<file path="src/rtl/rx_74hc595.sv">
// rx_74hc595 -- receiving end of a 74HC595 serial link; rebuilds each latched frame from SHCP/STCP/DS.
// Rev 1.0
`default_nettype none

module rx_74hc595 #(
  parameter int WIDTH       = 12,
  parameter int SYNC_STAGES = 2,
  parameter int CNTW        = 6
) (
  input  logic             clk,
  input  logic             rst,
  input  logic             i_shcp,
  input  logic             i_stcp,
  input  logic             i_ds,
  input  logic             i_oe,
  output logic [WIDTH-1:0] o_data,
  output logic             o_valid,
  output logic             o_err,
  output logic [CNTW-1:0]  o_shift_cnt,
  output logic             o_oe_active
);

  localparam int              C_BLANKW     = 3;
  localparam logic [C_BLANKW-1:0] C_BLANK_LOAD = C_BLANKW'(SYNC_STAGES + 1);
  localparam logic [CNTW-1:0] C_CNT_MAX    = '1;
  localparam logic [CNTW-1:0] C_FRAME_LEN  = CNTW'(WIDTH);

  logic [SYNC_STAGES-1:0] shcp_sync_q, shcp_sync_d;
  logic [SYNC_STAGES-1:0] stcp_sync_q, stcp_sync_d;
  logic [SYNC_STAGES-1:0] ds_sync_q, ds_sync_d;
  // OE chain is one stage short: the inverting output flop is its last stage.
  logic [SYNC_STAGES-2:0] oe_sync_q, oe_sync_d;
  logic                   shcp_prev_q, shcp_prev_d;
  logic                   stcp_prev_q, stcp_prev_d;
  logic [C_BLANKW-1:0]    blank_q, blank_d;
  logic [WIDTH-1:0]       sr_q, sr_d;
  logic [WIDTH-1:0]       data_q, data_d;
  logic                   valid_q, valid_d;
  logic                   err_q, err_d;
  logic [CNTW-1:0]        cnt_q, cnt_d;
  logic                   oe_active_q, oe_active_d;

  logic shcp_rise;
  logic stcp_rise;
  logic blanked;

  always_comb begin
    shcp_sync_d = {shcp_sync_q[SYNC_STAGES-2:0], i_shcp};
    stcp_sync_d = {stcp_sync_q[SYNC_STAGES-2:0], i_stcp};
    ds_sync_d   = {ds_sync_q[SYNC_STAGES-2:0], i_ds};
    oe_sync_d    = oe_sync_q << 1;
    oe_sync_d[0] = i_oe;
    oe_active_d  = ~oe_sync_q[SYNC_STAGES-2];

    shcp_prev_d = shcp_sync_q[SYNC_STAGES-1];
    stcp_prev_d = stcp_sync_q[SYNC_STAGES-1];

    blanked = (blank_q != '0);
    blank_d = blanked ? blank_q - C_BLANKW'(1) : blank_q;

    shcp_rise = ~blanked & shcp_sync_q[SYNC_STAGES-1] & ~shcp_prev_q;
    stcp_rise = ~blanked & stcp_sync_q[SYNC_STAGES-1] & ~stcp_prev_q;

    sr_d = shcp_rise ? {sr_q[WIDTH-2:0], ds_sync_q[SYNC_STAGES-1]} : sr_q;

    cnt_d = cnt_q;
    if (shcp_rise && (cnt_q != C_CNT_MAX)) cnt_d = cnt_q + CNTW'(1);
    // With tied clocks the latch sees the pre-shift word and pre-increment count.
    if (stcp_rise) cnt_d = shcp_rise ? CNTW'(1) : '0;

    data_d  = stcp_rise ? sr_q : data_q;
    valid_d = stcp_rise;
    err_d   = stcp_rise && (cnt_q != C_FRAME_LEN);
  end

  always_ff @(posedge clk) begin
    if (rst) begin
      shcp_sync_q <= '0;
      stcp_sync_q <= '0;
      ds_sync_q   <= '0;
      oe_sync_q   <= '0;
      shcp_prev_q <= 1'b0;
      stcp_prev_q <= 1'b0;
      blank_q     <= C_BLANK_LOAD;
      sr_q        <= '0;
      data_q      <= '0;
      valid_q     <= 1'b0;
      err_q       <= 1'b0;
      cnt_q       <= '0;
      oe_active_q <= 1'b0;
    end else begin
      shcp_sync_q <= shcp_sync_d;
      stcp_sync_q <= stcp_sync_d;
      ds_sync_q   <= ds_sync_d;
      oe_sync_q   <= oe_sync_d;
      shcp_prev_q <= shcp_prev_d;
      stcp_prev_q <= stcp_prev_d;
      blank_q     <= blank_d;
      sr_q        <= sr_d;
      data_q      <= data_d;
      valid_q     <= valid_d;
      err_q       <= err_d;
      cnt_q       <= cnt_d;
      oe_active_q <= oe_active_d;
    end
  end

  assign o_data      = data_q;
  assign o_valid     = valid_q;
  assign o_err       = err_q;
  assign o_shift_cnt = cnt_q;
  assign o_oe_active = oe_active_q;

endmodule

`default_nettype wire

</file>
<file path="config.mk">
export PLATFORM = sky130hd
export DESIGN_NAME = rx_74hc595
export DESIGN_NICKNAME = d
export VERILOG_FILES = /design/src/rtl/rx_74hc595.sv
export SDC_FILE = /design/constraint.sdc
export NUM_CORES = 1
export LEC_CHECK = 0
export ABC_CLOCK_PERIOD_IN_PS = 4340
export BUFFER_PORTS_ARGS = -buffer_cell sky130_fd_sc_hd__buf_2
export CORE_MARGIN = 2
export CORE_UTILIZATION = 40
export CTS_CLUSTER_DIAMETER = 80
export DETAILED_ROUTE_END_ITERATION = 10
export SLEW_MARGIN = 5
export SYNTH_ARGS = -nofsm -noshare
export SYNTH_HDL_FRONTEND = slang
export SYNTH_SLANG_ARGS = --single-unit
</file>
<file path="constraint.sdc">
create_clock -name clk -period 4.34 [get_ports clk]
set_clock_uncertainty 0.1 [all_clocks]
set_input_delay 0.434 -clock clk [delete_from_list [all_inputs] [get_ports clk]]
set_output_delay 0.434 -clock clk [all_outputs]
set_load 0.005 [all_outputs]
</file>
Yosys cells after proc, flatten, opt, wreduce, memory -nomap -nowiden:

Cells that the tools add are included.

* bitwise logic cells: 8
* reduce and logical (&&, ||, !) cells: 4
* multiplexer cells: 3
* add/subtract/negate cells: 2
* equal/unequal tests: 2

Operators by type and width (count)
* two-way mux 6 bit: 2
* adder 6 x 1 -> 6 bit (second input constant): 1
* != test 6 x 4 -> 1 bit (second input constant): 1
* != test 6 bit (second input constant): 1
* AND 1 bit: 4
* NOT 1 bit: 4
* nonzero test 3 bit: 1
* subtractor 3 x 1 -> 3 bit (second input constant): 1
* logical AND 1 bit: 2
* nonzero test 2 bit: 1
* two-way mux 1 bit: 1

* register bits after elaboration: 45
* output and inout port bits: 21
* input bits: 6
* word-level logic and storage cells: 32

Longest topological paths before layout:

* depth after elaboration: 7
* mapped depth: 8
* depth with buffers taken out: 6

Worst setup path after synthesis:

OpenSTA, ideal clock, no wires.

* path kind: reg2reg
* start: reg blank_q[0]
* end: reg data_q[10], in the netlist o_data[10]
* path buffers: 2
* setup time: 0.132 ns
* data required time: 4.108 ns
* clock period less this slack: 1.629 ns
* setup slack: 2.711 ns
* arrival time: 1.397 ns
* cell stages (with the launch flop): 9
* path through: dfxtp_1 > inv_1 > ha_1 > nand2b_4 > or3b_1 > buf_2 > buf_6 > nand2_1 > a21oi_1

* word-level cells in the longest chain between the ends: 4

RTL lines
* from (decl): line 35 `logic [C_BLANKW-1:0] blank_q, blank_d;`
* from (signal assigned): line 98 `blank_q <= blank_d;`
* nonzero test 3 bit: line 58 `blanked = (blank_q != '0);`
* NOT 1 bit: line 62 `stcp_rise = ~blanked & stcp_sync_q[SYNC_STAGES-1] & ~stcp_prev_q;`
* AND 1 bit (2 in series): line 62
* to (signal assigned): line 100 `data_q <= data_d;`
* to (decl): line 37 `logic [WIDTH-1:0] data_q, data_d;`

No other way between the ends.
A chain may end at the register's enable or synchronous reset.

Final worst setup path:

* start: reg blank_q[0]
* end: reg cnt_q[1], in the netlist o_shift_cnt[1]

* word-level cells in the longest chain between the ends: 6
* elaborated cells between the ends (all ways): 9
* those cells by class: mux (1); bitwise (5); reduce/logical (3)

RTL lines
* nonzero test 3 bit (*): line 58
* NOT 1 bit (*): line 61, 62
* AND 1 bit (2 in series): line 61 `shcp_rise = ~blanked & shcp_sync_q[SYNC_STAGES-1] & ~shcp_prev_q;`
* logical AND 1 bit: line 67 `if (shcp_rise && (cnt_q != C_CNT_MAX)) cnt_d = cnt_q + CNTW'(1);`
* nonzero test 2 bit (no source line)
* to (signal assigned): line 103 `cnt_q <= cnt_d;`
* to (decl): line 40 `logic [CNTW-1:0] cnt_q, cnt_d;`

Every way passes the cells marked *; elsewhere a longest branch is shown, timed or not.

==> metrics.yaml <==
route:
  wl_per_cell_um: 10.8
  remaining_drc_errors: 0
  vias: 1217
  vias_per_cell: 4.65
  dr.pass1.iters: 4
  drt_iter0_markers: 68
  totalWireLength_um: 2830
  ant_nets: 0
clock_network:
  clk_pin_slew_ps: 80
  clock_sinks: 45
  cts_made_buffers: 5
  cts-resized-gates: 0
  cts-root-buf: "clkbuf_8"
  cts_tree: "done"
  clk_path_buf_depth: 2
  htreeDepth: 2
  cts_hold_buf: 0
  clock_latency_ps: 300
  postCtsSetupBuffers: 0
sta:
  post-route-min-period_ps: 1860
  drv_slew: 0
  fin_hold_ws_ps: 247
  relSlewSlack_pct: 50.8
  setup_tns_ps: 0
  rsz0062_at_grt: "false"
  hold_viol: 0
  fmax_mhz: 538
  finalSetupViolCount: 0
  fin_crit_sh_pct: 42.8
  max_slew.worst_pin.slew_ps: 734
power_and_ir_drop:
  vdd_drop_max_mv: 0.210
  finalPower_uw: 791
  powerDensity_mw_per_mm2: 409
  p_leak_nw: 0.759
floorplanning:
  core_mm2: 0.00400
  die_h_um: 68.4
  rows: 23
  die-area_mm2: 0.00468
  num_io_pins: 27
  fp.dieW_um: 68.4
  initial_core_util_pct: 41.5
critical_path:
  reg2reg_from: "blank_q[0]$_SDFFE_PP1P_"
  path_depth: 6
  arrival_ps: 1950
  crit_buf_inv: 1
  endpoint: "o_shift_cnt[1]$_SDFFE_PP0P_"
  start_kind: "flip-flop"
  critPathMaxStageDelay_ps: 580
  end_kind: "flip-flop"
  crit_slowest_cell: "or3b_1"
  rrSetupSlack_ps: 2480
  cp_top_family: "simple AND/OR/NAND/NOR gates"
  cp-startpoint: "blank_q[0]$_SDFFE_PP1P_"
  rr_endpoint: "o_shift_cnt[1]$_SDFFE_PP0P_"
  rr_worst_depth: 6
  path_class: "flip-flop to flip-flop"
  cp.required_ps: 4430
  cp_max_fo: 15
  path_cells: "inv_1, ha_1, nand2b_4, or3b_1, nand2b_1, nor2_1"
run:
  maxCapViolCount: 0
synth:
  yosysMostFrequentCell: "nand2_1"
  yosys.area.top_type: "dfxtp_1"
  synth_nets: 197
  synth_cells: 187
  yosysSeqAreaShare_pct: 54.3
  synth_top_area_share_pct: 54.3
  syn-cell-area_mm2: 0.00166
  ys_async_sr_fraction_pct: 0
  synthFlopType: "dfxtp_1"
  synth_area_per_cell_um2: 8.87
  ys_warn_count: 0
  ys_ff_latch: 45
  synthTopCellsByCount: "nand2_1 (50), dfxtp_1 (45), a21oi_1 (24), nor2_1 (10), nor2b_1 (9)"
  synth_cell_types: 33
  synth_area_leaders: "dfxtp_1 (54%), nand2_1 (11%), a21oi_1 (7.2%)"
  synth_edf_count: 0
global_route:
  antenna_found_initial: 0
  grt_util_all_layers_pct: 14.2
  overflow: 0
  grt_pass1_vias: 1060
  grt_max_degree: 41
  grt_pass1_wl_um: 4840
finish:
  finish.utilization_pct: 48.4
  drive_above_1_share_pct: 18.9
  fin_nets: 221
  fillCellCount: 402
  antenna_cells: 0
  syn2layout_area_growth_pct: 16.7
status:
  status: "complete, no violations"
placed_design:
  numPortBuffers: 26
  hpwl_um: 1860
  gp_congestion: 0.755
min_path:
  hp-class: "primary input to flip-flop"
[where the power goes]
part           internal [mW]  leakage (nW)  switching [mW]
Combinational         0.0174         0.336          0.0218
Clock                  0.187        0.0574           0.137
Sequential             0.422         0.365         0.00558
[cells in the final DEF (no fill, tap or decap), types with 2 or more instances in the layout]
cell type	instances
a21oi_1	24
and2_1	2
buf_2	26
clkbuf_8	6
dfxtp_1	45
ha_1	4
inv_1	4
mux2i_1	2
nand2_1	50
nand2b_1	4
nand3_1	2
nor2_1	10
nor2b_1	9
o211ai_1	2
xor2_1	3
[state kept, by name (all words and copies together) (netlist names), 2 cells and up]
register	count
ds_sync_q	2
o_shift_cnt	6
stcp_sync_q	2
shcp_sync_q	2
sr_q	12
blank_q	3
o_data	12
[area by class of cell]
| type | instances | area, um2 | area share, % |
|---|---|---|---|
| Clock buffer | 6 | 82.6 | 4.27 |
| Clock inverter | 2 | 37.5 | 1.94 |
| Inverter | 4 | 15.0 | 0.776 |
| Multi-Input combinational cell | 128 | 699 | 36.1 |
| Sequential cell | 45 | 901 | 46.5 |
| Tap cell | 50 | 62.6 | 3.23 |
| Timing Repair Buffer | 27 | 138 | 7.11 |
[cells by family (layout without fill, tap and decap cells)]
group	count (synthesis)	in the layout	synth area share, %
mux	2	2	1.21
buf+inv	14	39	3.92
simple gates	87	87	25.1
fa+ha+maj	4	4	3.02
xor+xnor	4	4	2.11
compound gates	31	31	10.3
flops	45	45	54.3
[routing by layer]
metal	up-vias	wire length [um]	track usage [%]
li1	652	-	-
met1	540	1450	18.5
met2	21	1200	20.3
met3	4	146	5.92
met4	0	25	6.75
met5	-	0	0
[worst min path at each step]
stage                                     from                        end  slack, ps  depth (start not counted)
after floorplan           oe_sync_q$_SDFF_PP0_     o_oe_active$_SDFF_PP0_        270                          1
after global placement    oe_sync_q$_SDFF_PP0_     o_oe_active$_SDFF_PP0_        270                          1
after detailed placement  oe_sync_q$_SDFF_PP0_     o_oe_active$_SDFF_PP0_        280                          1
after CTS                               i_stcp  stcp_sync_q[0]$_SDFF_PP0_        240                          2
after global routing                    i_shcp  shcp_sync_q[0]$_SDFF_PP0_        250                          2
final                                     i_ds    ds_sync_q[0]$_SDFF_PP0_        250                          2
[through the flow]
stage,setup WS [ps],std cells,area [um2]
2_1_floorplan,2710,187,1660
3_3_place_gp,2490,254,1820
3_5_place_dp,2460,254,1820
4_1_cts,2450,262,1940
5_1_grt,2260,262,1940
6_report,2480,262,1940
Power figures use the tool's default switching activity.
